**src/rtl/m_lsu_pkg.sv**
```systemverilog
// Shared types and constants for the memory-stage load/store unit:
// access encodings, exception codes, address map and pipeline-register layout.
package m_lsu_pkg;

  typedef enum logic [2:0] {
    MT_W  = 3'd0,
    MT_HS = 3'd1,
    MT_HU = 3'd2,
    MT_BS = 3'd3,
    MT_BU = 3'd4
  } mem_type_e;

  typedef enum logic [1:0] {
    ST_IDLE  = 2'd0,
    ST_WAIT  = 2'd1,
    ST_DRAIN = 2'd2
  } lsu_state_e;

  localparam logic [4:0] EXC_NONE = 5'd0;
  localparam logic [4:0] EXC_ADEL = 5'd4;
  localparam logic [4:0] EXC_ADES = 5'd5;

  localparam logic [31:0] DM_END       = 32'h0000_2FFF;
  localparam logic [31:0] TC0_BASE     = 32'h0000_7F00;
  localparam logic [31:0] TC1_BASE     = 32'h0000_7F10;
  localparam logic [31:0] IG_BASE      = 32'h0000_7F20;
  localparam logic [31:0] TC_SIZE      = 32'd12;
  localparam logic [31:0] IG_SIZE      = 32'd4;
  localparam logic [31:0] TC_COUNT_OFF = 32'd8;

  typedef struct packed {
    logic        valid;
    logic [31:0] addr;
    logic [31:0] wdata;
    logic        is_ld;
    logic        is_st;
    logic [2:0]  mem_type;
    logic        ld_ov;
    logic        st_ov;
    logic [4:0]  exc;
  } em_reg_t;

  typedef struct packed {
    logic        we;
    logic [31:0] addr;
    logic [3:0]  byteen;
    logic [31:0] wdata;
  } bus_req_t;

  function automatic logic in_window(input logic [31:0] a,
                                     input logic [31:0] base,
                                     input logic [31:0] size);
    return (a >= base) && ((a - base) < size);
  endfunction

endpackage

```
**src/rtl/m_lsu_ldext.sv**
```systemverilog
// Load-data lane select and sign/zero extension for the memory stage.
module m_ldext
  import m_lsu_pkg::*;
(
  input  logic [31:0] rdata_i,
  input  logic [1:0]  lane_i,
  input  logic [2:0]  mem_type_i,
  output logic [31:0] data_o
);

  logic [15:0] half_s;
  logic [7:0]  byte_s;

  // pick the addressed lane, then extend according to access type
  always_comb begin
    half_s = lane_i[1] ? rdata_i[31:16] : rdata_i[15:0];
    case (lane_i)
      2'd0:    byte_s = rdata_i[7:0];
      2'd1:    byte_s = rdata_i[15:8];
      2'd2:    byte_s = rdata_i[23:16];
      default: byte_s = rdata_i[31:24];
    endcase
    case (mem_type_i)
      MT_W:    data_o = rdata_i;
      MT_HS:   data_o = {{16{half_s[15]}}, half_s};
      MT_HU:   data_o = {16'h0000, half_s};
      MT_BS:   data_o = {{24{byte_s[7]}}, byte_s};
      default: data_o = {24'h00_0000, byte_s};
    endcase
  end

endmodule

```
**src/rtl/m_lsu.sv**
```systemverilog
// Memory-stage load/store unit: E/M register, address checks, req/gnt bus
// sequencing with wait/drain states, and load-data extension for writeback.
module m_lsu
  import m_lsu_pkg::*;
(
  input  logic        clk,
  input  logic        reset,
  input  logic        E_valid,
  input  logic [31:0] E_addr,
  input  logic [31:0] E_wdata,
  input  logic        E_isLd,
  input  logic        E_isSt,
  input  logic [2:0]  E_memType,
  input  logic        E_ExcLdOv,
  input  logic        E_ExcStOv,
  input  logic [4:0]  E_excCode,
  input  logic        flush,
  output logic        m_req,
  output logic        m_we,
  output logic [31:0] m_addr,
  output logic [3:0]  m_byteen,
  output logic [31:0] m_wdata,
  input  logic        m_gnt,
  input  logic [31:0] m_rdata,
  output logic        M_stall,
  output logic [31:0] M_ldData,
  output logic        M_ldValid,
  output logic [4:0]  M_excCode
);

  em_reg_t    m_q, m_d;
  lsu_state_e state_q, state_d;
  bus_req_t   shadow_q, shadow_d, cur_s, bus_s;
  logic [31:0] ld_q, ld_d, ext_s;
  logic [4:0]  exc_s;
  logic        acc_s, misal_s, in_tc_s, in_range_s, tc_cnt_s, bad_s, issue_s, ld_done_s;
  logic [3:0]  be_s;
  logic [31:0] wd_s;

  // address legality with carried/overflow/alignment/range/timer priority
  always_comb begin
    acc_s      = m_q.is_ld | m_q.is_st;
    in_tc_s    = in_window(m_q.addr, TC0_BASE, TC_SIZE) | in_window(m_q.addr, TC1_BASE, TC_SIZE);
    in_range_s = (m_q.addr <= DM_END) | in_tc_s | in_window(m_q.addr, IG_BASE, IG_SIZE);
    tc_cnt_s   = (m_q.addr == (TC0_BASE + TC_COUNT_OFF)) | (m_q.addr == (TC1_BASE + TC_COUNT_OFF));
    case (m_q.mem_type)
      MT_W:         misal_s = (m_q.addr[1:0] != 2'b00);
      MT_HS, MT_HU: misal_s = m_q.addr[0];
      default:      misal_s = 1'b0;
    endcase
    bad_s = misal_s | ~in_range_s | (in_tc_s & (m_q.mem_type != MT_W)) | (m_q.is_st & tc_cnt_s);
    if (m_q.exc != EXC_NONE) begin
      exc_s = m_q.exc;
    end else if (m_q.ld_ov) begin
      exc_s = EXC_ADEL;
    end else if (m_q.st_ov) begin
      exc_s = EXC_ADES;
    end else if (acc_s && bad_s) begin
      exc_s = m_q.is_ld ? EXC_ADEL : EXC_ADES;
    end else begin
      exc_s = EXC_NONE;
    end
  end

  assign issue_s = m_q.valid & acc_s & (exc_s == EXC_NONE) & ~flush;

  // byte enables and lane-replicated store data from the M register
  always_comb begin
    case (m_q.mem_type)
      MT_W: begin
        be_s = 4'b1111;
        wd_s = m_q.wdata;
      end
      MT_HS, MT_HU: begin
        be_s = 4'b0011 << m_q.addr[1:0];
        wd_s = {2{m_q.wdata[15:0]}};
      end
      default: begin
        be_s = 4'b0001 << m_q.addr[1:0];
        wd_s = {4{m_q.wdata[7:0]}};
      end
    endcase
    cur_s.we     = m_q.is_st;
    cur_s.addr   = {m_q.addr[31:2], 2'b00};
    cur_s.wdata  = wd_s;
    if (m_q.is_st) begin
      cur_s.byteen = be_s;
    end else begin
      cur_s.byteen = 4'b0000;
    end
  end

  // bus FSM: next state, request and stall
  always_comb begin
    state_d = state_q;
    m_req   = 1'b0;
    M_stall = 1'b0;
    bus_s   = cur_s;
    case (state_q)
      ST_IDLE: begin
        m_req = issue_s;
        if (issue_s && !m_gnt) begin
          state_d = ST_WAIT;
          M_stall = 1'b1;
        end else begin
          state_d = ST_IDLE;
        end
      end
      ST_WAIT: begin
        m_req   = 1'b1;
        M_stall = ~m_gnt;
        if (m_gnt) begin
          state_d = ST_IDLE;
        end else if (flush) begin
          state_d = ST_DRAIN;
        end else begin
          state_d = ST_WAIT;
        end
      end
      ST_DRAIN: begin
        m_req   = 1'b1;
        M_stall = 1'b1;
        bus_s   = shadow_q;
        if (m_gnt) begin
          state_d = ST_IDLE;
        end else begin
          state_d = ST_DRAIN;
        end
      end
      default: begin
        state_d = ST_IDLE;
      end
    endcase
  end

  // E/M capture; a flush while waiting turns the slot into a bubble despite the stall
  always_comb begin
    m_d = m_q;
    if (!M_stall) begin
      if (flush) begin
        m_d = '0;
      end else begin
        m_d.valid    = E_valid;
        m_d.addr     = E_addr;
        m_d.wdata    = E_wdata;
        m_d.is_ld    = E_isLd;
        m_d.is_st    = E_isSt;
        m_d.mem_type = E_memType;
        m_d.ld_ov    = E_ExcLdOv;
        m_d.st_ov    = E_ExcStOv;
        m_d.exc      = E_excCode;
      end
    end else if ((state_q == ST_WAIT) && flush && !m_gnt) begin
      m_d = '0;
    end else begin
      m_d = m_q;
    end
  end

  // shadow tracks the live request so DRAIN can replay it after the slot is squashed
  always_comb begin
    if (state_q == ST_DRAIN) begin
      shadow_d = shadow_q;
    end else begin
      shadow_d = cur_s;
    end
    ld_d = ld_done_s ? ext_s : ld_q;
  end

  assign ld_done_s = m_gnt & m_req & (state_q != ST_DRAIN) & m_q.is_ld & ~flush;

  m_ldext u_ldext (
    .rdata_i    (m_rdata),
    .lane_i     (m_q.addr[1:0]),
    .mem_type_i (m_q.mem_type),
    .data_o     (ext_s)
  );

  // state registers
  always_ff @(posedge clk or negedge reset) begin
    if (!reset) begin
      m_q      <= '0;
      state_q  <= ST_IDLE;
      shadow_q <= '0;
      ld_q     <= 32'h0000_0000;
    end else begin
      m_q      <= m_d;
      state_q  <= state_d;
      shadow_q <= shadow_d;
      ld_q     <= ld_d;
    end
  end

  assign m_we      = bus_s.we;
  assign m_addr    = bus_s.addr;
  assign m_byteen  = bus_s.byteen;
  assign m_wdata   = bus_s.wdata;
  assign M_ldValid = ld_done_s;
  assign M_ldData  = ld_done_s ? ext_s : ld_q;
  assign M_excCode = m_q.valid ? exc_s : EXC_NONE;

endmodule

```
**config.mk**
```make
export PLATFORM = sky130hd
export DESIGN_NAME = m_lsu
export DESIGN_NICKNAME = d
export VERILOG_FILES = /design/src/rtl/m_lsu_pkg.sv /design/src/rtl/m_lsu_ldext.sv /design/src/rtl/m_lsu.sv
export SDC_FILE = /design/constraint.sdc
export NUM_CORES = 1
export LEC_CHECK = 0
export CORE_UTILIZATION = 50
export CTS_CLUSTER_SIZE = 25
export DETAILED_ROUTE_END_ITERATION = 8
export GPL_TIMING_DRIVEN = 0
export HOLD_SLACK_MARGIN = 0.06
export PLACE_DENSITY = 0.8
export SETUP_SLACK_MARGIN = 0.4
export SYNTH_ARGS = -nofsm -noshare
export SYNTH_HDL_FRONTEND = slang
export SYNTH_SLANG_ARGS = --single-unit
```
**constraint.sdc**
```tcl
create_clock -name clk -period 4.8 [get_ports clk]
set_input_delay 0.72 -clock clk [delete_from_list [all_inputs] [get_ports clk]]
set_output_delay 0.72 -clock clk [all_outputs]
set_load 0.01 [all_outputs]
```
==> out/metrics.csv, run 1 <==
metric;value;unit
filler_cell_count;1152;
ctsLongestPathBuffers;2;
timing.critical_path.fanout_max;5;
layout-drive-gt1-share;31.1;%
clock-skew-final;0.0158;ns
arrival;4.03;ns
cpLargestDelayFamily;simple AND/OR/NAND/NOR gates;
failed_checks;DRC;
dp_cells;1292;
cts_sinks;180;
synthSimpleGateAreaFrac;12.0;%
postRouteWirelength;33300;um
detailedRoute.firstPassIterationCount;7;
gp_congestion;0.918;
setup.worst_path.class;reg2out;
dp.final_hpwl;21500;um
drc_violation_count_after_routing;30;
critPathCaptureType;output pin;
core;18100;um^2
timing.reg2reg.worst_path_depth;18;
synth_seq_area_share;48.5;%
instances_no_fill;1390;
cts_tree;built;
maximum_number_of_pins_on_one_net_before_global_route_repair;107;
synth_async_sr_flop_share;100;%
total_power_draw;3750;uW
synth_warnings;0;
crit_chain;buf_8 > buf_4 > buf_4 > nor4_4 > nor2_1 > o21ba_2 > or3b_2 > nor4_4 > a221o_2 > o21ai_4 > buf_6 > buf_6 > buf_6 > mux2_4 > buf_6;
cap_viol_max_count;0;
die_width;138;um
synth_top_family_by_area;compound AO/OA/AOI/OAI gates;
setup_viol;0;
num_io_pins;222;
timing.hold.worst.class;in2async;
outcome;complete, but fails checks;
route.detailed.wl_per_inst;23.9;um
syn_avg_cell_area;11.1;um^2
gr-total-overflow;0;
grt_first_pass_wirelength;48900;um
cell_chosen_for_the_clock_root;sky130_fd_sc_hd__clkbuf_16;
yosys_register_bits;180;
worst_skew_pair.late_latency;0.45;ns
antennaDiodeCount;0;
post_synth_fa_ha_maj_area_fraction;0.808;%
total_leakage_power;0.00604;uW
tightest_slew;0.922;ns
grt_setup_unrepaired;true;
via_count;8943;
clkSlewWorstSetupHoldPaths;0.08;ns
peakVddDrop;0.254;mV
synthXorXnorAreaFrac;0.754;%
critPathLaunchType;register;
slowest_stage;sky130_fd_sc_hd__or3b_2;
first_global_vias;8660;
cp_num_buf_inv;7;
r2r-end;cur_s[42];
tns;0;ns
synthTopCellsByArea;sky130_fd_sc_hd__dfrtp_1 48%, sky130_fd_sc_hd__mux2_2 6.4%, sky130_fd_sc_hd__a32o_2 6.1%;
via_per_inst;6.43;
maximum_single_stage_delay_on_the_critical_path;0.50;ns
critical_path.reg2reg.startpoint;cur_s[41];
initial_utilization;51.4;%
worst_slew_margin_rel;38.4;%
synth_compound_area_share;20.4;%
yosys_top_cell_area_share;48.5;%
drt-initial-drc-count;964;
clock_tree.htree_level_count;4;
power-per-cell-area;274;nW/um^2
critical-path-top-cell-by-count;sky130_fd_sc_hd__buf_6;
fmax;211;MHz
final_net_count;1267;
cp.depth;15;
finish.utilization;75.6;%
synth_flop_cell;sky130_fd_sc_hd__dfrtp_1;
post_synth_instance_area;9300;um^2
die_area;19100;um^2
rows;49;
postRouteAntennaNets;0;
antenna_found_initial;0;
postSynthCellCount;841;
final-hold-violation-count;0;
cts_hold_repair.buffers;0;
worstPathRequired;4.08;ns
period_utilization_post_route;98.9;%
synth_enable_flop_cells;0;
numPortBuffers;221;
post-synth-top-area-cell;sky130_fd_sc_hd__dfrtp_1;
hold_slack;0.206;ns
area_growth_syn_to_layout;47.1;%
rrSetupSlack;0.91;ns
floorplan.die.height;138;um
synth_cell_types;73;
cts-buffers-inserted;17;
synthesis.nets;960;
synth.area.mux_share;11.9;%
fin_crit;4.75;ns
timing.final.max_slew_violations;0;
overall_global_routing_resource_usage;33.0;%
## cell usage in the layout (no fill, tap or decap), types with 27 or more instances in the layout
cell type                         netlist  routed
sky130_fd_sc_hd__buf_4                  0      58
sky130_fd_sc_hd__o21ai_0               42      38
sky130_fd_sc_hd__nand2_1               65      63
sky130_fd_sc_hd__mux2_2                53      50
sky130_fd_sc_hd__clkbuf_1              59      42
sky130_fd_sc_hd__buf_6                  2      36
sky130_fd_sc_hd__dfrtp_1              180     177
sky130_fd_sc_hd__clkdlybuf4s50_1        0     183
sky130_fd_sc_hd__a32o_1                27      27
sky130_fd_sc_hd__a32o_2                50      50
sky130_fd_sc_hd__a21oi_1               44      43
## worst max-delay path by stage
stage | start | end | slack [ns]
finish | cur_s[41] | M_ldData[7] | 0.05
global route | cur_s[41] | M_ldData[7] | -0.07
CTS | cur_s[51] | M_ldData[14] | 0.01
detailed placement | cur_s[43] | M_ldData[23] | -0.73
global placement | reset | m_q[17] | -4.38
floorplan | cur_s[41] | M_ldData[13] | 0.74
## sequential cells by signal (all words and copies together), names as in the netlist
name	count
shadow_q	69
m_q	46
ld_q	32
cur_s	31
state_q	2
## final cells by class
type | instances | area (um^2) | area share (%)
clock inverter | 15 | 204 | 1.49
multi-input combinational | 553 | 4780 | 35.0
timing repair buffer | 288 | 2800 | 20.4
clock buffer | 17 | 425 | 3.11
tap | 229 | 287 | 2.09
buffer | 79 | 554 | 4.05
sequential | 180 | 4510 | 33.0
inverter | 29 | 121 | 0.887
## per-layer routing
layer,vias to the layer above,track usage (%),part of all wire (%)
met1,4445,45.1,40
met5,-,0,0
met2,555,51.5,47
met4,0,12.8,4.2
li1,3811,-,-
met3,132,7.38,9.2
## through the flow
step / cell area [um^2] / setup slack [ns]
3_3_place_gp: 11800 / -4.38
2_1_floorplan: 9300 / 0.744
6_report: 13700 / 0.0538
5_1_grt: 13700 / -0.0718
4_1_cts: 13200 / 0.0141
3_5_place_dp: 11800 / -0.733
## cell usage after synthesis (3+ instances only)
| cell type | n |
|---|---|
| sky130_fd_sc_hd__dfrtp_1 | 180 |
| sky130_fd_sc_hd__a32o_2 | 50 |
| sky130_fd_sc_hd__nand3_1 | 11 |
| sky130_fd_sc_hd__or3_1 | 7 |
| sky130_fd_sc_hd__xor2_1 | 3 |
| sky130_fd_sc_hd__a22oi_1 | 7 |
| sky130_fd_sc_hd__o21ai_0 | 42 |
| sky130_fd_sc_hd__ha_1 | 6 |
| sky130_fd_sc_hd__nand4_1 | 9 |
| sky130_fd_sc_hd__and2_1 | 14 |
| sky130_fd_sc_hd__clkbuf_1 | 59 |
| sky130_fd_sc_hd__buf_2 | 9 |
| sky130_fd_sc_hd__a21boi_0 | 3 |
| sky130_fd_sc_hd__buf_12 | 6 |
| sky130_fd_sc_hd__buf_1 | 3 |
| sky130_fd_sc_hd__and4_1 | 6 |
| sky130_fd_sc_hd__a221o_1 | 16 |
| sky130_fd_sc_hd__nand2_1 | 65 |
| sky130_fd_sc_hd__a21o_1 | 3 |
| sky130_fd_sc_hd__nor2_1 | 26 |
| sky130_fd_sc_hd__o21bai_1 | 4 |
| sky130_fd_sc_hd__inv_1 | 28 |
| sky130_fd_sc_hd__and4b_1 | 3 |
| sky130_fd_sc_hd__or4_1 | 4 |
| sky130_fd_sc_hd__nor3_1 | 18 |
| sky130_fd_sc_hd__nor4_1 | 16 |
| sky130_fd_sc_hd__o31ai_1 | 3 |
| sky130_fd_sc_hd__xnor2_1 | 5 |
| sky130_fd_sc_hd__a32o_1 | 27 |
| sky130_fd_sc_hd__and3_1 | 3 |
| sky130_fd_sc_hd__mux4_2 | 7 |
| sky130_fd_sc_hd__mux2i_1 | 32 |
| sky130_fd_sc_hd__o21a_1 | 3 |
| sky130_fd_sc_hd__mux2_1 | 3 |
| sky130_fd_sc_hd__a31oi_1 | 3 |
| sky130_fd_sc_hd__a21oi_1 | 44 |
| sky130_fd_sc_hd__nand2b_1 | 8 |
| sky130_fd_sc_hd__a211oi_1 | 6 |
| sky130_fd_sc_hd__mux2_2 | 53 |
## cells by family (layout without fill, tap and decap cells)
family | Yosys count | in the layout
adders and majority gates | 6 | 6
DFF | 180 | 180
and+or+nand+nor | 209 | 209
AOI/OAI and AO/OA | 235 | 235
muxes | 95 | 95
buffers and inverters | 108 | 428
xor gates and xnor gates | 8 | 8
## report_power, final
group | total, uW | switching [uW] | internal, uW
Combinational | 655 | 329 | 326
Clock | 1470 | 748 | 719
Sequential | 1630 | 45.5 | 1580
Total | 3750 | 1120 | 2630
## repair_timing
| action | in CTS | in global routing |
|---|---|---|
| resized for setup | 280 | 76 |
| pin swaps | 21 | 25 |
| hold endpoints to repair | 0 | 0 |
| setup buffers | 37 | 26 |
| cloned | 2 | 1 |
| endpoints found under the setup margin | 47 | 40 |
## worst register-to-register path: stages, from the launching register on
cell and delay, ns:
sky130_fd_sc_hd__dfrtp_1 0.39, sky130_fd_sc_hd__buf_8 0.14, sky130_fd_sc_hd__inv_8 0.06, sky130_fd_sc_hd__ha_4 0.14, sky130_fd_sc_hd__a21boi_4 0.24, sky130_fd_sc_hd__xnor2_1 0.15, sky130_fd_sc_hd__nand4_1 0.14, sky130_fd_sc_hd__buf_4 0.17
sky130_fd_sc_hd__or3b_4 0.38, sky130_fd_sc_hd__or4b_4 0.48, sky130_fd_sc_hd__or4_4 0.43, sky130_fd_sc_hd__o211ai_2 0.20, sky130_fd_sc_hd__buf_4 0.15, sky130_fd_sc_hd__buf_4 0.09, sky130_fd_sc_hd__buf_4 0.09, sky130_fd_sc_hd__a31o_4 0.15
sky130_fd_sc_hd__buf_12 0.15, sky130_fd_sc_hd__buf_12 0.14, sky130_fd_sc_hd__a32o_2 0.14
Note: power is estimated with default switching activity, not from simulation.
==> run 2, diff against run 1 <==
--- a/config.mk
+++ b/config.mk
@@ -15,3 +15,4 @@
 export SYNTH_ARGS = -nofsm -noshare
 export SYNTH_HDL_FRONTEND = slang
 export SYNTH_SLANG_ARGS = --single-unit
+export TNS_END_PERCENT = 20
==> run 2 against run 1 <==
Net effect: the run still ends with DRC left; register-to-register slack better by 0.10 ns; routed wire length is 2.3% lower; power is 0.32% lower; via count is 3.3% lower; clock-buffer cell count stayed put; global-route usage is 0.21 points lower; worst setup slack better by 0.066 ns; final cell count is 1.2% lower; combinational power hardly changed; sequential share of layout area is 0.19 points higher; cell area is 0.57% lower; critical path type unchanged; largest cell class unchanged.
==> out/metrics.csv, run 2 (synthesis gave the netlist of run 1 again) <==
metric;value;unit
clkSlewWorstSetupHoldPaths;0.08;ns
finish.utilization;75.2;%
gr-total-overflow;0;
worst_skew_pair.late_latency;0.45;ns
tightest_slew;1.22;ns
timing.final.ws_setup;0.120;ns
detailedRoute.firstPassIterationCount;8;
cts_tree;built;
layout-drive-gt1-share;29.9;%
arrival;3.96;ns
die_area;19100;um^2
timing.critical_path.fanout_max;6;
initial_utilization;51.4;%
core;18100;um^2
cts_hold_repair.buffers;0;
mostFrequentLayoutCells;183 x sky130_fd_sc_hd__clkdlybuf4s50_1, 177 x sky130_fd_sc_hd__dfrtp_1, 63 x sky130_fd_sc_hd__nand2_1, 50 x sky130_fd_sc_hd__a32o_2, 45 x sky130_fd_sc_hd__buf_4;
postRouteWirelength;32500;um
timing.hold.worst.class;in2async;
drc_violation_count_after_routing;30;
placement.cell_area;11800;um^2
final-hold-violation-count;0;
postRouteAntennaNets;0;
die_width;138;um
failed_checks;DRC;
setup.worst_path.class;reg2out;
num_io_pins;222;
cts-buffers-inserted;17;
critPathCaptureType;output pin;
mostFrequentLayoutCell;sky130_fd_sc_hd__clkdlybuf4s50_1;
preCtsSetupSlack;-0.733;ns
numPortBuffers;221;
setup_viol;0;
outcome;complete, but fails checks;
gp_congestion;0.918;
via_count;8646;
timing.reg2reg.worst_path_depth;15;
clock_tree.htree_level_count;4;
reg_top3;shadow_q: 69 flops, m_q: 46 flops, ld_q: 32 flops;
critPathLaunchType;register;
overall_global_routing_resource_usage;32.8;%
dp.final_hpwl;21500;um
drt-initial-drc-count;867;
final_area;13600;um^2
timing.final.max_slew_violations;0;
power-per-cell-area;275;nW/um^2
ctsLongestPathBuffers;2;
cap_viol_max_count;0;
cell_chosen_for_the_clock_root;sky130_fd_sc_hd__clkbuf_16;
period_utilization_post_route;97.5;%
grt_setup_unrepaired;true;
worstPathRequired;4.08;ns
fin_crit;4.68;ns
clock-skew-final;0.0147;ns
cts_sinks;180;
tns;0;ns
floorplan.die.height;138;um
grt_first_pass_wirelength;48500;um
route.detailed.wl_per_inst;23.7;um
filler_cell_count;1192;
antennaDiodeCount;0;
fmax;214;MHz
peakVddDrop;0.256;mV
rows;49;
antenna_found_initial;0;
worst_slew_margin_rel;18.6;%
final_net_count;1250;
total_leakage_power;0.00599;uW
maximum_number_of_pins_on_one_net_before_global_route_repair;107;
area_growth_syn_to_layout;46.3;%
first_global_vias;8616;
max_flop_register;shadow_q;
via_per_inst;6.30;
max_reg_flops;69;
run 2: cell count changes in the layout (fill, tap and decap cells not counted), moves of 5 or more:
cell	previous run	this run
sky130_fd_sc_hd__buf_4	58	45
sky130_fd_sc_hd__mux2_4	6	16
sky130_fd_sc_hd__mux2_2	50	40
sky130_fd_sc_hd__buf_2	15	10
run 2: what timing repair did:
item,4_1_cts,5_1_grt
endpoints found under the setup margin,47,39
buffers inserted,26,20
pin swaps,18,14
gates resized for setup,295,66
cloned,2,1
run 2: power breakdown:
group | internal, uW | switching [uW]
clock network | 719 | 739
logic | 327 | 325
registers | 1580 | 45.9
run 2: layout make-up:
class / instances / area, um^2 / area share [%]
plain buffers: 79 / 554 / 4.08
clock buffers: 17 / 425 / 3.13
clock inverters: 15 / 204 / 1.50
inverters: 29 / 119 / 0.874
multi-input cells: 553 / 4820 / 35.5
flip-flops and latches: 180 / 4510 / 33.1
well taps: 229 / 287 / 2.11
repair buffers: 271 / 2680 / 19.7
run 2: worst paths after layout:
path                         startpoint           end  slack [ns]
setup / recovery              cur_s[41]  M_excCode[2]        0.12
hold / removal                    reset     cur_s[44]        0.21
setup reg to reg              cur_s[41]     cur_s[43]        1.01
hold reg to reg            shadow_q[22]  shadow_q[22]        0.50
max in group asynchronous         reset  shadow_q[30]        3.67
min in group clk           shadow_q[22]  shadow_q[22]        0.50
run 2: critical path, cell delays in order, from the launching register on:
cell and delay [ns]:
sky130_fd_sc_hd__dfrtp_1 0.39, sky130_fd_sc_hd__buf_8 0.14, sky130_fd_sc_hd__or4_4 0.43, sky130_fd_sc_hd__buf_6 0.15
sky130_fd_sc_hd__a311oi_2 0.22, sky130_fd_sc_hd__a21oi_2 0.08, sky130_fd_sc_hd__or3b_4 0.40, sky130_fd_sc_hd__or4b_1 0.48
sky130_fd_sc_hd__or4_4 0.44, sky130_fd_sc_hd__o211ai_2 0.20, sky130_fd_sc_hd__buf_4 0.15, sky130_fd_sc_hd__o21a_1 0.10
sky130_fd_sc_hd__o21ai_0 0.10, sky130_fd_sc_hd__clkdlybuf4s15_1 0.26
run 2: metal layers:
metal | GRT usage, % | wire [um] | vias up
li1 | - | - | 3773
met1 | 44.1 | 13000 | 4325
met2 | 51.5 | 15500 | 469
met3 | 8.62 | 3010 | 79
met4 | 11.5 | 913 | 0
met5 | 0 | 0 | -
run 2: metrics by stage:
step	total power, uW	instances	hold slack, ns
after detailed placement	2220	1292	0.477
after global routing	3860	1373	0.265
after CTS	3690	1352	0.238
final	3740	1373	0.214
after floorplan	1910	841	0.424
after global placement	2210	1291	0.459
